<file path="src/rtl/fetch_mem_arbiter.sv">
// Round-robin arbiter sharing one physical-memory port between the I-cache and D-cache miss controllers.
// A grant is held until pmem_resp, and the response is routed back to the winner in the same cycle.
module fetch_mem_arbiter #(
    parameter int unsigned ADDR_WIDTH = 32,
    parameter int unsigned LINE_WIDTH = 256,
    parameter int unsigned CNT_WIDTH  = 32
) (
    input  logic                  clk,
    input  logic                  rst,
    input  logic                  i_read,
    input  logic [ADDR_WIDTH-1:0] i_address,
    output logic [LINE_WIDTH-1:0] i_rdata,
    output logic                  i_resp,
    input  logic                  d_read,
    input  logic                  d_write,
    input  logic [ADDR_WIDTH-1:0] d_address,
    input  logic [LINE_WIDTH-1:0] d_wdata,
    output logic [LINE_WIDTH-1:0] d_rdata,
    output logic                  d_resp,
    output logic                  pmem_read,
    output logic                  pmem_write,
    output logic [ADDR_WIDTH-1:0] pmem_address,
    output logic [LINE_WIDTH-1:0] pmem_wdata,
    input  logic [LINE_WIDTH-1:0] pmem_rdata,
    input  logic                  pmem_resp,
    output logic [CNT_WIDTH-1:0]  i_grant_cnt,
    output logic [CNT_WIDTH-1:0]  d_grant_cnt
);

    localparam logic [1:0] IDLE    = 2'd0;
    localparam logic [1:0] SERVE_I = 2'd1;
    localparam logic [1:0] SERVE_D = 2'd2;

    localparam logic GRANT_I = 1'b0;
    localparam logic GRANT_D = 1'b1;

    logic [1:0] state;
    logic [1:0] state_nxt;
    logic       last_grant;
    logic       last_grant_nxt;
    logic       d_pend;

    assign d_pend = d_read | d_write;

    // State and round-robin history; async reset drops every strobe immediately.
    always_ff @(posedge clk or posedge rst) begin
        if (rst) begin
            state      <= IDLE;
            last_grant <= GRANT_D;
        end else begin
            state      <= state_nxt;
            last_grant <= last_grant_nxt;
        end
    end

    // Next state, memory strobes and response routing.
    always_comb begin
        state_nxt      = state;
        last_grant_nxt = last_grant;
        pmem_read      = 1'b0;
        pmem_write     = 1'b0;
        pmem_address   = '0;
        pmem_wdata     = '0;
        i_resp         = 1'b0;
        i_rdata        = '0;
        d_resp         = 1'b0;
        d_rdata        = '0;

        case (state)
            IDLE: begin
                if (i_read && d_pend) begin
                    state_nxt = (last_grant == GRANT_D) ? SERVE_I : SERVE_D;
                end else if (i_read) begin
                    state_nxt = SERVE_I;
                end else if (d_pend) begin
                    state_nxt = SERVE_D;
                end
            end

            SERVE_I: begin
                pmem_read    = 1'b1;
                pmem_address = i_address;
                if (pmem_resp) begin
                    i_resp         = 1'b1;
                    i_rdata        = pmem_rdata;
                    last_grant_nxt = GRANT_I;
                    state_nxt      = IDLE;
                end
            end

            SERVE_D: begin
                pmem_address = d_address;
                // A writeback wins if both strobes are (illegally) raised together.
                if (d_write) begin
                    pmem_write = 1'b1;
                    pmem_wdata = d_wdata;
                end else if (d_read) begin
                    pmem_read = 1'b1;
                end
                if (pmem_resp) begin
                    d_resp         = 1'b1;
                    d_rdata        = pmem_rdata;
                    last_grant_nxt = GRANT_D;
                    state_nxt      = IDLE;
                end
            end

            default: begin
                state_nxt = IDLE;
            end
        endcase
    end

    // Completed-transfer counters, wrapping naturally at 2^CNT_WIDTH.
    always_ff @(posedge clk or posedge rst) begin
        if (rst) begin
            i_grant_cnt <= '0;
            d_grant_cnt <= '0;
        end else begin
            if (i_resp) begin
                i_grant_cnt <= i_grant_cnt + CNT_WIDTH'(1);
            end
            if (d_resp) begin
                d_grant_cnt <= d_grant_cnt + CNT_WIDTH'(1);
            end
        end
    end

    // The data cache must never read and write back in the same request.
    always @(posedge clk) begin
        if (!rst && state == SERVE_D) begin
            assert (!(d_read && d_write));
        end
    end

endmodule

</file>
<file path="config.mk">
export PLATFORM = sky130hd
export DESIGN_NAME = fetch_mem_arbiter
export DESIGN_NICKNAME = d
export VERILOG_FILES = /design/src/rtl/fetch_mem_arbiter.sv
export SDC_FILE = /design/constraint.sdc
export NUM_CORES = 1
export LEC_CHECK = 0
export BUFFER_PORTS_ARGS = -buffer_cell sky130_fd_sc_hd__buf_2
export CAP_MARGIN = 10
export CORE_AREA = 2 2 569 571
export CTS_BUF_LIST = sky130_fd_sc_hd__clkbuf_16
export DETAILED_ROUTE_END_ITERATION = 8
export DIE_AREA = 0 0 571 573
export GPL_TIMING_DRIVEN = 0
export PLACE_DENSITY_LB_ADDON = 0.12
export RECOVER_POWER = 100
export SLEW_MARGIN = 20
export SYNTH_ARGS = -nofsm -noshare
export SYNTH_HDL_FRONTEND = slang
export SYNTH_SLANG_ARGS = --single-unit
</file>
<file path="constraint.sdc">
create_clock -name clk -period 4.1 [get_ports clk]
set_input_delay 0.615 -clock clk [delete_from_list [all_inputs] [get_ports clk]]
set_output_delay 0.615 -clock clk [all_outputs]
set_load 0.005 [all_outputs]
</file>
==> results.sh <==
export IMPL_detail_route_wl_per_cell_um=36.31
export IMPL_dpl_hpwl_mm=246.6
export IMPL_p_int_mw=2.888
export IMPL_critical_path_peak_fanout=10
export IMPL_layout_nets=3357
export IMPL_rr_endpoint="d_grant_cnt[20]"
export IMPL_layout_min_cycle_time_ns=3.915
export IMPL_crit_path_top_delay_cell="clkbuf_1"
export IMPL_tritoncts_buffers=9
export IMPL_grt_setup_unrepaired="false"
export IMPL_hold_wc_startpoint="d_grant_cnt[31]"
export IMPL_powerDensity_mw_per_mm2=374.3
export IMPL_max_stage_delay_on_crit_path_ns=0.60
export IMPL_final_period_utilization_pct=95.50
export IMPL_gp_congestion=0.9429
export IMPL_finClkSkew_ns=0.005255
export IMPL_outcome="complete, but fails checks"
export IMPL_synth_seq_area_share_pct=18.53
export IMPL_share_seq_of_total_power_pct=9.9
export IMPL_layout_area_overhead_vs_synth_pct=138.5
export IMPL_antenna_violating_nets_post_route=0
export IMPL_detail_route_first_pass_iterations=5
export IMPL_final_setup_viol_count=0
export IMPL_core_area_mm2=0.3204
export IMPL_worst_r2r_startpoint="state[0]"
export IMPL_post_synth_instance_area_mm2=0.009052
export IMPL_postSynthRegisterBits=67
export IMPL_max_cap_violations=2
export IMPL_worstPathCellList="inv_1, ha_1, clkbuf_4, clkbuf_2, clkbuf_1, and3_1, clkbuf_1"
export IMPL_number_of_global_route_vias_before_repair=18430
export IMPL_failing_checks="capacitance limit, slew limit"
export IMPL_report_final_slew_viol_count=51
export IMPL_drt_met1_wl_mm=104.0
export IMPL_netlist_area_leader_share_pct=53.90
export IMPL_max_clock_path_buffers=2
export IMPL_setup_ws_ns=0.1846
export IMPL_worst_endpoint_required_ns=3.48
export IMPL_yosysUniqueCellTypes=33
export IMPL_p_leak_nw=10.38
export IMPL_critical_path_most_common_cell="clkbuf_1"
export IMPL_floorplan_initialDensity_pct=2.826
export IMPL_clk_network_pwr_share_pct=9.6
export IMPL_drt_wl_total_mm=262.0
export IMPL_first_pass_grt_wire_length_mm=303.8
export IMPL_synthTopCellsByArea="and3_1 54%, dfrtp_1 18%, clkbuf_1 7.5%"
export IMPL_slack_of_the_worst_reg_to_reg_path_ns=0.79
export IMPL_fillerInstances=38580
export IMPL_num_vias=18810
export IMPL_clock_tree_from_tritoncts="yes"
export IMPL_top_signal_layer_used="met5"
export IMPL_fmaxAchievable_mhz=255.4
export IMPL_worst_slew_margin_relative_to_its_limit_pct=-44.87
export IMPL_grt_start_max_net_pins=41
export IMPL_layout_area_seq_mm2=0.001678
export IMPL_worst_endpoint_arrival_ns=3.30
export IMPL_globalRouteTotalUtil_pct=15.29
export IMPL_root_buffer_selected_by_cts="clkbuf_16"
export IMPL_hold_path_class="flip-flop to flip-flop"
export IMPL_number_of_remaining_drc_errors=0
export IMPL_grt_antenna_before_repair=299
export IMPL_post_synth_inst_count=1301
export IMPL_drt_iter0_markers=1146
export IMPL_cts_resized=10
export IMPL_worstSetupEndpointType="primary output"
export IMPL_synthesis_yosys_warnings=0
export IMPL_timing_worst_slew_pin_value_ns=2.173
export IMPL_whs_path_cells=1
export IMPL_synth_net_count=1888
export IMPL_multiInputGateArea_mm2=0.006626
export IMPL_timing_worst_setup_path_type="flip-flop to primary output"
export IMPL_clkTransAtPathRegs_ns=0.06
export IMPL_clock_sinks=67
export IMPL_min_to="d_grant_cnt[31]"
export IMPL_via_density_per_instance=2.606
export IMPL_synthDominantAreaCellType="and3_1"
export IMPL_globalRouteOverflowTotal=0
export IMPL_met2_wirelength_mm=117.6
export IMPL_core_rowCount=208
export IMPL_ff2ff_path_depth=7
export IMPL_final_hold_viol_count=0
export IMPL_holdWs_ns=0.4666
export IMPL_drive_gt1_share_pct=27.29
export IMPL_netSwitchingPower_mw=5.192
export IMPL_die_width_um=571
export IMPL_worst_skew_pair_late_latency_ns=0.35
export IMPL_hold_buffers=0
export IMPL_fp_dieArea_mm2=0.3272
export IMPL_cts_post_setup_buffers_inserted=0
export IMPL_pwr_share_comb_pct=80.5
export IMPL_numPortBuffers=1448
export IMPL_synthesized_area_per_cell_um2=6.958
export IMPL_pre_cts_slack_ns=-0.4897
export IMPL_sw_frac_of_total_pct=64.26
export IMPL_wl_met3_mm=32.76
export IMPL_boundaryPins=1450
export IMPL_worstSetupStartpointType="flip-flop"
export IMPL_htree_num_levels=3
export IMPL_die_h_um=573
export IMPL_vdd_ir_drop_max_mv=0.1594
==> critical path: cells and delay by family (launching register included) <==
| kind | cells | cell delay, ns |
|---|---|---|
| buffers and inverters | 5 | 1.99 |
| adders and majority gates | 1 | 0.27 |
| DFF | 1 | 0.38 |
| and+or+nand+nor | 1 | 0.27 |
==> power by group through the flow <==
stage	combinational (mW)	clock, mW	sequential (mW)
floorplan	2.11	0	0.789
global placement	7.02	0	0.812
detailed placement	7.08	0	0.812
global route	6.99	0.834	0.811
finish	6.50	0.776	0.800
CTS	7.10	0.810	0.800
==> stage by stage <==
stage                     setup TNS [ns]  instances  cell area (um^2)  power, mW  utilization (%)
after floorplan                        0       1301              9052      2.896                -
after global placement           -569.42       7054             21690      7.827            6.769
after detailed placement          -3.028       7065             21950      7.889            6.851
after CTS                              0       7079             22230      8.711            6.940
after global routing                   0       7137             21390      8.631            6.676
final                                  0       7217             21590      8.080            6.738
==> worst max-delay path by stage <==
| stage | from | slack [ns] | to | depth (start not counted) |
|---|---|---|---|---|
| 6_report | state[1] | 0.18 | i_rdata[121] | 7 |
| 5_1_grt | pmem_resp | 0.06 | i_rdata[246] | 8 |
| 4_1_cts | state[1] | 0.03 | i_rdata[161] | 7 |
| 3_5_place_dp | state[0] | -0.49 | pmem_address[17] | 8 |
| 3_3_place_gp | state[1] | -2.48 | i_rdata[232] | 7 |
| 2_1_floorplan | rst | 1.80 | d_grant_cnt[0] | 1 |
==> Yosys cell counts, drive strengths merged <==
| library cell | count |
|---|---|
| nand2 | 27 |
| a22oi | 32 |
| nand3b | 1 |
| ha | 5 |
| nor3 | 4 |
| dfrtp | 66 |
| and4 | 7 |
| and3 | 780 |
| and2 | 6 |
| or2 | 1 |
| buf | 7 |
| nor2 | 10 |
| and3b | 1 |
| dfstp | 1 |
| nor2b | 32 |
| nor4 | 9 |
| nand4b | 1 |
| nand3 | 26 |
| or4 | 1 |
| clkbuf | 181 |
| mux2 | 1 |
| nand4 | 26 |
| o211ai | 1 |
| xor2 | 14 |
| inv | 8 |
| mux2i | 1 |
| a32oi | 1 |
| o21ai | 2 |
| xnor2 | 48 |
| o21a | 1 |
==> cell type report <==
type	instances	area share, %
multi-input combinational	1038	30.70
timing repair buffer	1459	30.16
tap	4305	24.95
sequential	67	7.773
buffer	187	3.408
antenna	138	1.600
clock buffer	9	1.043
clock inverter	6	0.2260
inverter	8	0.1449
==> metal layers <==
layer / global-route usage [%] / up-vias
met5: 0 / -
met4: 2.851 / 126
met3: 7.430 / 398
met2: 24.86 / 1333
li1: - / 7859
met1: 18.14 / 9094
==> sequential cells by signal, indices dropped and copies added, names as in the netlist <==
register and count:
state 2, d_grant_cnt 32, i_grant_cnt 32, last_grant 1
==> cell usage in the layout, fill, tap and decap left out, drive strengths merged, types with 5 or more instances in the layout <==
master / Yosys / routed
and2: 6 / 6
nand2: 27 / 27
nor2b: 32 / 32
inv: 8 / 8
and3: 780 / 780
and4: 7 / 7
nand3: 26 / 26
xor2: 14 / 14
diode: 0 / 138
dfrtp: 66 / 66
xnor2: 48 / 48
clkbuf: 181 / 964
buf: 7 / 690
ha: 5 / 5
nand4: 26 / 26
nor4: 9 / 9
nor2: 10 / 10
a22oi: 32 / 32
==> cell families (layout without fill, tap and decap cells) <==
family / Yosys count / count (layout) / share of synthesized area (%)
other: 0 / 138 / 0
muxes: 2 / 2 / 0.2350
DFF: 67 / 67 / 18.53
AOI/OAI and AO/OA: 37 / 37 / 3.027
adders and majority gates: 5 / 5 / 0.6911
buffers and inverters: 196 / 1669 / 8.169
and+or+nand+nor: 932 / 932 / 63.35
xor gates and xnor gates: 62 / 62 / 5.999
Power figures use the tool's default switching activity.
